`config.mk`:
```
export PLATFORM = sky130hd
export DESIGN_NAME = buffer_row_reader_flat
export DESIGN_NICKNAME = d
export VERILOG_FILES = /design/src/rtl/buffer_row_reader_pkg.sv /design/src/rtl/buffer_row_reader_if.sv /design/src/rtl/buffer_row_reader.sv /design/src/flat_wrapper.sv
export SDC_FILE = /design/constraint.sdc
export NUM_CORES = 1
export LEC_CHECK = 0
export ABC_AREA = 1
export CORE_ASPECT_RATIO = 2
export CORE_MARGIN = 1.5
export CORE_UTILIZATION = 40
export CTS_CLUSTER_DIAMETER = 200
export CTS_CLUSTER_SIZE = 20
export DETAILED_ROUTE_END_ITERATION = 10
export PLACE_DENSITY = 0.66
export SYNTH_ARGS = -nofsm -noshare
export SYNTH_HDL_FRONTEND = slang
export SYNTH_SLANG_ARGS = --single-unit
export TNS_END_PERCENT = 1
```
`constraint.sdc`:
```
create_clock -name CLK -period 1.7 [get_ports CLK]
set_input_delay 0.34 -clock CLK [delete_from_list [all_inputs] [get_ports CLK]]
set_output_delay 0.34 -clock CLK [all_outputs]
set_load 0.01 [all_outputs]
```
`src/rtl/buffer_row_reader_pkg.sv`:
```
// Shared types for the operand-buffer row reader: FSM state encoding and counter sizing.
// Optional build macro: BUFFER_ROW_READER_TIMEOUT_EN (partial-row timeout flush).
package buffer_row_reader_pkg;

    typedef enum logic {
        FILL = 1'b0,
        HOLD = 1'b1
    } state_e;

    // Width needed to count 0..row_len inclusive.
    function automatic int unsigned cnt_width(input int unsigned row_len);
        return $clog2(row_len + 1);
    endfunction

endpackage

```
`src/rtl/buffer_row_reader_if.sv`:
```
// Buffer-side read port and row-side valid/ready bus of the row reader.
// row_partial exists only when BUFFER_ROW_READER_TIMEOUT_EN is defined.
interface buffer_row_reader_if #(
    parameter int unsigned DATA_WIDTH = 32,
    parameter int unsigned ROW_LEN    = 4
);
    logic                          buf_empty;
    logic [DATA_WIDTH-1:0]         buf_dout;
    logic                          buf_read_en;
    logic [ROW_LEN*DATA_WIDTH-1:0] row_data;
    logic                          row_valid;
    logic                          row_ready;
`ifdef BUFFER_ROW_READER_TIMEOUT_EN
    logic                          row_partial;
`endif

    // Reader side.
    modport master (
        input  buf_empty,
        input  buf_dout,
        input  row_ready,
`ifdef BUFFER_ROW_READER_TIMEOUT_EN
        output row_partial,
`endif
        output buf_read_en,
        output row_data,
        output row_valid
    );

    // Buffer / array-loader side.
    modport slave (
        output buf_empty,
        output buf_dout,
        output row_ready,
`ifdef BUFFER_ROW_READER_TIMEOUT_EN
        input  row_partial,
`endif
        input  buf_read_en,
        input  row_data,
        input  row_valid
    );

endinterface

```
`src/rtl/buffer_row_reader.sv`:
```
// Drains ROW_LEN words from a registered-output operand buffer and presents them as one row.
// Optional macro BUFFER_ROW_READER_TIMEOUT_EN flushes a stalled partial row, zero padded.
module buffer_row_reader
    import buffer_row_reader_pkg::*;
#(
    parameter int unsigned DATA_WIDTH     = 32,
    parameter int unsigned ROW_LEN        = 4,
    parameter int unsigned TIMEOUT_CYCLES = 16
) (
    input  logic                CLK,
    input  logic                nRST,
    input  logic                clear,
    buffer_row_reader_if.master bus
);

    localparam int unsigned     CNT_W    = cnt_width(ROW_LEN);
    localparam int unsigned     IDX_W    = (ROW_LEN > 1) ? $clog2(ROW_LEN) : 1;
    localparam logic [CNT_W-1:0] ROW_FULL = CNT_W'(ROW_LEN);
    localparam logic [CNT_W-1:0] ROW_LAST = CNT_W'(ROW_LEN - 1);

    if (ROW_LEN < 2 || TIMEOUT_CYCLES < 1) begin : g_bad_param
        $error("buffer_row_reader: ROW_LEN must be >= 2 and TIMEOUT_CYCLES >= 1");
    end

    state_e                             state;
    state_e                             next_state;
    logic [CNT_W-1:0]                   issued;
    logic [CNT_W-1:0]                   captured;
    logic                               pending;
    logic [ROW_LEN-1:0][DATA_WIDTH-1:0] row_q;
    logic                               row_valid_q;

    logic read_c;
    logic handshake_c;
    logic last_capture_c;
    logic timeout_c;

    // State register.
    always_ff @(posedge CLK or negedge nRST) begin : p_state
        if (!nRST) state <= FILL;
        else       state <= next_state;
    end

    // Next-state logic; clear overrides everything.
    always_comb begin : p_next
        next_state = state;
        if (clear) begin
            next_state = FILL;
        end else begin
            case (state)
                FILL:    if (last_capture_c || timeout_c) next_state = HOLD;
                HOLD:    if (handshake_c)                 next_state = FILL;
                default: next_state = FILL;
            endcase
        end
    end

    // Combinational decodes: read request, handshake, final capture.
    always_comb begin : p_out
        read_c         = 1'b0;
        handshake_c    = 1'b0;
        last_capture_c = 1'b0;
        if (state == FILL && issued < ROW_FULL && !bus.buf_empty && !clear) read_c = 1'b1;
        if (row_valid_q && bus.row_ready)                                   handshake_c = 1'b1;
        if (pending && captured == ROW_LAST)                                last_capture_c = 1'b1;
    end

    // Reset must silence the read request without waiting for a clock.
    assign bus.buf_read_en = read_c & nRST;
    assign bus.row_valid   = row_valid_q;
    assign bus.row_data    = row_q;

    // Read counters, in-flight flag and row assembly.
    always_ff @(posedge CLK or negedge nRST) begin : p_datapath
        if (!nRST) begin
            issued      <= '0;
            captured    <= '0;
            pending     <= 1'b0;
            row_q       <= '0;
            row_valid_q <= 1'b0;
        end else if (clear) begin
            issued      <= '0;
            captured    <= '0;
            pending     <= 1'b0;
            row_q       <= '0;
            row_valid_q <= 1'b0;
        end else begin
            pending     <= read_c;
            row_valid_q <= (next_state == HOLD);
            if (handshake_c) begin
                issued   <= '0;
                captured <= '0;
            end else begin
                if (read_c) issued <= issued + CNT_W'(1);
                if (pending) begin
                    row_q[IDX_W'(captured)] <= bus.buf_dout;
                    captured                <= captured + CNT_W'(1);
                end
`ifdef BUFFER_ROW_READER_TIMEOUT_EN
                // Slices never written for this row may still hold the previous row.
                if (timeout_c) begin
                    for (int i = 0; i < int'(ROW_LEN); i++) begin
                        if (CNT_W'(i) >= captured) row_q[i] <= '0;
                    end
                end
`endif
            end
        end
    end

`ifdef BUFFER_ROW_READER_TIMEOUT_EN
    localparam int unsigned     TO_W   = $clog2(TIMEOUT_CYCLES + 1);
    localparam logic [TO_W-1:0] TO_MAX = TO_W'(TIMEOUT_CYCLES);

    logic [TO_W-1:0] idle_cnt;
    logic            partial_q;
    logic            idle_c;

    // Idle only while a started row is starved and nothing is in flight.
    always_comb begin : p_idle
        idle_c = 1'b0;
        if (state == FILL && captured != '0 && captured < ROW_FULL && !pending && bus.buf_empty)
            idle_c = 1'b1;
    end

    assign timeout_c       = idle_c && (idle_cnt == TO_MAX);
    assign bus.row_partial = partial_q;

    always_ff @(posedge CLK or negedge nRST) begin : p_timeout
        if (!nRST) begin
            idle_cnt  <= '0;
            partial_q <= 1'b0;
        end else if (clear) begin
            idle_cnt  <= '0;
            partial_q <= 1'b0;
        end else begin
            if (read_c || handshake_c)         idle_cnt <= '0;
            else if (idle_c && idle_cnt != TO_MAX) idle_cnt <= idle_cnt + TO_W'(1);
            if (handshake_c)    partial_q <= 1'b0;
            else if (timeout_c) partial_q <= 1'b1;
        end
    end
`else
    assign timeout_c = 1'b0;
`endif

endmodule

```
`src/flat_wrapper.sv`:
```
// flat-port wrapper written by rule: the top's interface ports become plain ports
module buffer_row_reader_flat import buffer_row_reader_pkg::*;
#(
    parameter int unsigned DATA_WIDTH     = 32,
    parameter int unsigned ROW_LEN        = 4,
    parameter int unsigned TIMEOUT_CYCLES = 16
)
  (CLK, nRST, clear, bus_buf_empty, bus_buf_dout, bus_row_ready, bus_buf_read_en, bus_row_data, bus_row_valid);
  buffer_row_reader_if #(.DATA_WIDTH(DATA_WIDTH), .ROW_LEN(ROW_LEN)) bus_i ();
  input  logic CLK;
  input  logic nRST;
  input  logic clear;
  input wire logic [$bits(bus_i.buf_empty)-1:0] bus_buf_empty;
  input wire logic [$bits(bus_i.buf_dout)-1:0] bus_buf_dout;
  input wire logic [$bits(bus_i.row_ready)-1:0] bus_row_ready;
  output wire logic [$bits(bus_i.buf_read_en)-1:0] bus_buf_read_en;
  output wire logic [$bits(bus_i.row_data)-1:0] bus_row_data;
  output wire logic [$bits(bus_i.row_valid)-1:0] bus_row_valid;
  assign bus_i.buf_empty = bus_buf_empty;
  assign bus_i.buf_dout = bus_buf_dout;
  assign bus_i.row_ready = bus_row_ready;
  assign bus_buf_read_en = bus_i.buf_read_en;
  assign bus_row_data = bus_i.row_data;
  assign bus_row_valid = bus_i.row_valid;
  buffer_row_reader #(.DATA_WIDTH(DATA_WIDTH), .ROW_LEN(ROW_LEN), .TIMEOUT_CYCLES(TIMEOUT_CYCLES)) u_core (.CLK(CLK), .nRST(nRST), .clear(clear), .bus(bus_i));
endmodule
```
==> results of run 1 <==
area by class of cell:
cell class,instances,area (sq um)
tap,201,251
multi-input combinational,516,2440
timing repair buffer,204,2180
clock buffer,21,480
clock inverter,11,168
fill,1433,6600
sequential,136,3410
inverter,42,160
kinds of logic (layout without fill, tap and decap cells):
logic type / Yosys count / count (layout) / share of synthesized area
flip-flops: 136 / 136 / 0.533
AO/OA/AOI/OAI: 3 / 3 / 0.00274
buffers and inverters: 117 / 278 / 0.0860
XOR/XNOR: 1 / 1 / 0.00137
adder cells (fa/ha/maj): 6 / 6 / 0.0118
AND/OR/NAND/NOR: 506 / 506 / 0.365
final timing paths:
| kind | from | end | slack, ns | depth (start not counted) |
|---|---|---|---|---|
| setup reg to reg | u_core.bus.row_valid$_DFF_PN0_ | u_core.bus.row_data[97]$_DFFE_PN0P_ | 0.34 | 7 |
| hold / removal | nRST | u_core.bus.row_data[101]$_DFFE_PN0P_ | 0.04 | 2 |
| max in group asynchronous | nRST | u_core.pending$_DFF_PN0_ | 1.09 | 2 |
| hold reg to reg | u_core.bus.row_data[66]$_DFFE_PN0P_ | u_core.bus.row_data[66]$_DFFE_PN0P_ | 0.50 | 2 |
| min in group CLK | clear | u_core.pending$_DFF_PN0_ | 0.43 | 5 |
| setup / recovery | u_core.bus.row_data[21]$_DFFE_PN0P_ | bus_row_data[21] | 0.02 | 1 |
Yosys cell counts:
master,number
inv_1,42
a21oi_1,2
o21a_1,1
clkbuf_1,13
nand3_2,4
nor3_1,1
buf_2,52
buf_1,3
ha_1,6
nand3_1,132
nand2_2,1
nor2_1,70
xnor2_1,1
nand4_1,96
buf_4,2
buf_6,5
nand2_1,202
dfrtp_1,136
stage by stage:
step	setup slack (ns)	total power, W	TNS [ns]
after floorplan	0.347	0.00375	0
after global routing	0.0000550	0.00842	0
final	0.0203	0.00816	0
after detailed placement	-0.160	0.00423	-0.160
after CTS	-0.0158	0.00823	-0.0158
after global placement	-0.186	0.00423	-0.186
what timing repair did:
item                                    in CTS  in global routing
endpoints found under the hold margin        0                  0
buffers inserted                             0                  0
endpoints found under the setup margin      21                 49
gates resized for setup                     23                 49
power by group through the flow:
stage	registers, W	logic [W]	clock network, W
6_report	0.00337	0.000796	0.00400
5_1_grt	0.00337	0.000863	0.00419
4_1_cts	0.00337	0.000805	0.00406
3_5_place_dp	0.00342	0.000808	0
3_3_place_gp	0.00342	0.000807	0
2_1_floorplan	0.00343	0.000316	0
sequential cells by signal, indices dropped and copies added (netlist names):
name and count:
u_core.captured 3, u_core.issued 3, u_core.bus.row_valid 1, u_core.bus.row_data 128, u_core.pending 1
routing by layer:
layer,track usage,vias to the layer above,wire (um)
li1,-,2853,-
met1,0.281,2864,7530
met2,0.461,241,11600
met3,0.0511,58,998
met4,0.138,0,1010
met5,0,-,0
==> flow_summary.json, run 1 <==
{
  "diodes": 0,
  "fin_cells": 1131,
  "track_usage": 0.258,
  "final_core_utilization": 0.579,
  "worst_clock_skew_ns": 0.00892,
  "yosysTopAreaCell": "dfrtp_1",
  "worst-path-buf-inv": 1,
  "ys_ff_latch": 136,
  "cts_htree_levels": 4,
  "tightest_slew_ns": 0.737,
  "critPathArrivalTime_ns": 1.34,
  "post-route-period-util": 0.988,
  "die-area_sq_um": 16800,
  "pwr-share-seq": 0.413,
  "yosys.cell_types.count": 18,
  "max_stage_delay_ns": 0.55,
  "design_area_sq_um": 9090,
  "cts_max_path_buffers": 2,
  "gp_congestion": 0.848,
  "drc_errors": 0,
  "cp_top_family": "buffers and inverters",
  "slew_headroom": 0.509,
  "rows": 65,
  "power_switching_w": 0.00194,
  "yosysWarnings": 0,
  "rsz0062_at_grt": "no",
  "synth_seq_area_share": 0.533,
  "routed_wl_um": 21100,
  "ys_top_cells_by_area": "dfrtp_1 53%, nand2_1 12%, nand3_1 10%",
  "overflow": 0,
  "setup_viol": 0,
  "whs_ns": 0.0368,
  "dieWidth_um": 92.4,
  "dp_hpwl_um": 14300,
  "syn_avg_cell_area_sq_um": 8.31,
  "synth_nets": 812,
  "worstPathCellList": "clkdlybuf4s50_1",
  "clock-root-buffer": "clkbuf_16",
  "via_count": 6016,
  "vias_per_cell": 5.32,
  "max-cap-violations": 0,
  "avgRoutedWirePerCell_um": 18.7,
  "power_frac_comb": 0.097,
  "hold_violations": 0,
  "min_period_ns": 1.68,
  "grt_pass1_wl_um": 32700,
  "hp-class": "in2async",
  "clock_latency_ns": 0.42,
  "clkPwrFrac": 0.490,
  "dr.pass1.iters": 6,
  "critPathSlowestCell": "clkdlybuf4s50_1",
  "cp_max_fo": 2,
  "drv_slew": 0,
  "final_common_cell": "nand2_1",
  "power_density_nw_per_um2": 897,
  "antenna_found_initial": 0,
  "ir_worst_vdd_mv": 0.725,
  "place_area_sq_um": 8350,
  "mostFrequentLayoutCells": "201 x nand2_1, 135 x dfrtp_1, 132 x nand3_1, 96 x nand4_1, 95 x clkdlybuf4s50_1",
  "p_int_w": 0.00622,
  "start_kind": "flip-flop",
  "final_nets": 960,
  "portBuffers": 166,
  "clkSinkCount": 136,
  "cts.reportedPaths.clkPinSlew_ns": 0.06,
  "grt_start_max_net_pins": 137,
  "syn_area_sq_um": 6390,
  "final_layout_size_suffix_gt1_frac": 0.0882,
  "status": "completed",
  "syn_inst": 769,
  "ant_nets": 0,
  "fp.dieH_um": 182,
  "synth_top_area_share": 0.533,
  "postCtsHoldBufs": 0,
  "cp-end-kind": "output port",
  "p_leak_nw": 5.51,
  "ios": 167,
  "p_sw_frac": 0.238,
  "core_sq_um": 15700,
  "numCtsBuffers": 17,
  "area_delta_synth_final_pct": 42.4,
  "fmax_mhz": 595,
  "cts_tree": "yes",
  "drt-initial-drc-count": 542,
  "place_inst": 1099,
  "required_ns": 1.36,
  "crit_type": "reg2out",
  "grt_pass1_vias": 5893,
  "start_util": 0.407
}
No activity file was read; power rests on OpenSTA's default activity.
==> run 2: changes to the inputs <==
- ABC_AREA: 1 -> unset
- PLACE_DENSITY: 0.66 -> 0.67
==> run 2 against run 1 <==
Synthesized cell count down 40%. First-iteration DRC count decreased by 76%. Sequential power about the same. Non-clock buffer count down 20. Worst hold slack improved by 0.016 ns. Clock skew shrank 0.0024 ns. Critical path type unchanged. Largest power group unchanged.
==> flow_summary.json, run 2 <==
{
  "yosysTopAreaCell": "dfrtp_1",
  "max_stage_delay_ns": 0.59,
  "numCtsBuffers": 17,
  "whs_ns": 0.0526,
  "dr.pass1.iters": 4,
  "drc_errors": 0,
  "syn_inst": 460,
  "synth_seq_area_share": 0.577,
  "setup_viol": 0,
  "ios": 167,
  "cp-end-kind": "output port",
  "slew_headroom": 0.499,
  "synth_commonest_cells": "136 x dfrtp_1, 128 x nand2b_1, 98 x mux2i_1, 32 x a22o_1, 13 x clkbuf_1",
  "via_count": 4114,
  "p_leak_nw": 4.79,
  "rsz0062_at_grt": "yes",
  "synth_edf_count": 0,
  "track_usage": 0.208,
  "portBuffers": 166,
  "grt_pass1_wl_um": 23900,
  "fp.dieH_um": 175,
  "overflow": 0,
  "post-route-period-util": 0.991,
  "hold_violations": 0,
  "critPathSlowestCell": "clkdlybuf4s50_1",
  "area_delta_synth_final_pct": 46.1,
  "post-cts-setup-buffers": 0,
  "grt_start_max_net_pins": 137,
  "num-fill-cells": 1183,
  "start_kind": "flip-flop",
  "clock_latency_ns": 0.41,
  "synth_top_area_share": 0.577,
  "place_inst": 805,
  "drv_slew": 0,
  "ys_ff_latch": 136,
  "final_nets": 675,
  "synth_nets": 503,
  "diodes": 0,
  "critPathArrivalTime_ns": 1.34,
  "reg2reg_slack_ns": 0.22,
  "yosys_most_used_dff": "dfrtp_1",
  "tightest_slew_ns": 0.752,
  "clkSinkCount": 136,
  "final_layout_size_suffix_gt1_frac": 0.0915,
  "cts_max_path_buffers": 2,
  "ant_nets": 0,
  "worstPathCellList": "clkdlybuf4s50_1",
  "antenna_found_initial": 0,
  "final_common_cell": "dfrtp_1",
  "ir_worst_vdd_mv": 0.694,
  "dp_hpwl_um": 10900,
  "drt-initial-drc-count": 130,
  "yosysMostFrequentCell": "dfrtp_1",
  "worst_clock_skew_ns": 0.00654,
  "min_period_ns": 1.68,
  "grt_pass1_vias": 4349,
  "syn_avg_cell_area_sq_um": 12.8,
  "fmax_mhz": 594,
  "crit_type": "reg2out",
  "routed_wl_um": 15600,
  "die-area_sq_um": 15500,
  "largest_reg_flops": 128,
  "fin_cells": 837,
  "rows": 62,
  "required_ns": 1.36,
  "clock-root-buffer": "clkbuf_16",
  "yosys.cell_types.count": 24,
  "avgRoutedWirePerCell_um": 18.6,
  "start_util": 0.411,
  "ys_async_sr_fraction": 1.00,
  "dieWidth_um": 88.9,
  "cts_tree": "yes",
  "hp-class": "in2async",
  "syn_area_sq_um": 5900,
  "status": "completed",
  "mostFrequentLayoutCells": "136 x dfrtp_1, 128 x nand2b_1, 107 x clkdlybuf4s50_1, 98 x mux2i_1, 40 x dlymetal6s2s_1",
  "gp_congestion": 0.801,
  "yosysWarnings": 0,
  "ys_top_cells_by_area": "dfrtp_1 58%, mux2i_1 17%, nand2b_1 14%",
  "vias_per_cell": 4.92,
  "worst-path-buf-inv": 1,
  "power_density_nw_per_um2": 911,
  "max-cap-violations": 0,
  "cts.reportedPaths.clkPinSlew_ns": 0.06,
  "cp_max_fo": 2,
  "cts_htree_levels": 4,
  "core_sq_um": 14400,
  "cp_top_family": "buffers and inverters"
}
[run 2: cell types whose count changed after synthesis, sizes merged, moves of 61 or more]
cell    change
nand2     -201
nor2       -61
nand4      -96
nand2b    +128
mux2i      +98
nand3     -132
[run 2: layer usage]
metal	share of wire	vias up	GRT usage
li1	-	1907	-
met1	0.37	2059	0.229
met3	0.041	27	0.0449
met2	0.55	121	0.370
met4	0.035	0	0.0938
met5	0	-	0
[run 2: through the flow]
stage	total power [W]	util	TNS, ns	worst slack [ns]	area (sq um)
4_1_cts	0.00793	0.594	-0.116	-0.116	8520
5_1_grt	0.00811	0.600	-0.0181	-0.0122	8620
3_3_place_gp	0.00411	0.552	-1.03	-0.289	7930
2_1_floorplan	0.00371	-	0	0.320	5900
6_report	0.00785	0.600	0	0.0161	8620
3_5_place_dp	0.00412	0.552	-2.79	-0.302	7930
[run 2: cell type report]
type | instances | area, sq um | area share
multi-input combinational | 290 | 2330 | 0.271
clock inverter | 12 | 166 | 0.0193
clock buffer | 20 | 447 | 0.0518
timing repair buffer | 184 | 2020 | 0.234
sequential | 136 | 3400 | 0.395
tap | 192 | 240 | 0.0279
inverter | 3 | 11.3 | 0.00131
[run 2: cells by family (layout without fill, tap and decap cells)]
kind of cell / count (synthesis) / in the layout / share of synthesized area
buffers and inverters: 34 / 219 / 0.0322
XOR/XNOR: 3 / 3 / 0.00445
AND/OR/NAND/NOR: 147 / 147 / 0.154
AO/OA/AOI/OAI: 36 / 36 / 0.0534
adder cells (fa/ha/maj): 6 / 6 / 0.0127
multiplexers: 98 / 98 / 0.166
flip-flops: 136 / 136 / 0.577
[run 2: where the power goes]
part           total (W)  internal (W)  switching [W]
registers        0.00336       0.00331      0.0000487
clock network    0.00381       0.00237        0.00144
logic           0.000685      0.000346       0.000338
total            0.00785       0.00603        0.00182
[run 2: final timing paths]
| path | startpoint | to | depth (start not counted) |
|---|---|---|---|
| max | u_core.bus.row_data[77]$_DFFE_PN0P_ | bus_row_data[77] | 1 |
| max reg2reg | u_core.bus.row_valid$_DFF_PN0_ | u_core.bus.row_data[45]$_DFFE_PN0P_ | 5 |
| min | nRST | u_core.bus.row_data[127]$_DFFE_PN0P_ | 2 |
| max in group asynchronous | nRST | u_core.bus.row_data[111]$_DFFE_PN0P_ | 2 |
| min reg2reg | u_core.bus.row_data[114]$_DFFE_PN0P_ | u_core.bus.row_data[114]$_DFFE_PN0P_ | 1 |
| min in group CLK | clear | u_core.issued[2]$_DFFE_PN0P_ | 2 |
[run 2: what timing repair did]
item / 4_1_cts / 5_1_grt
hold buffers: 0 / 0
setup endpoints to repair: 17 / 40
gates resized for setup: 19 / 41
pin swaps: 0 / 2
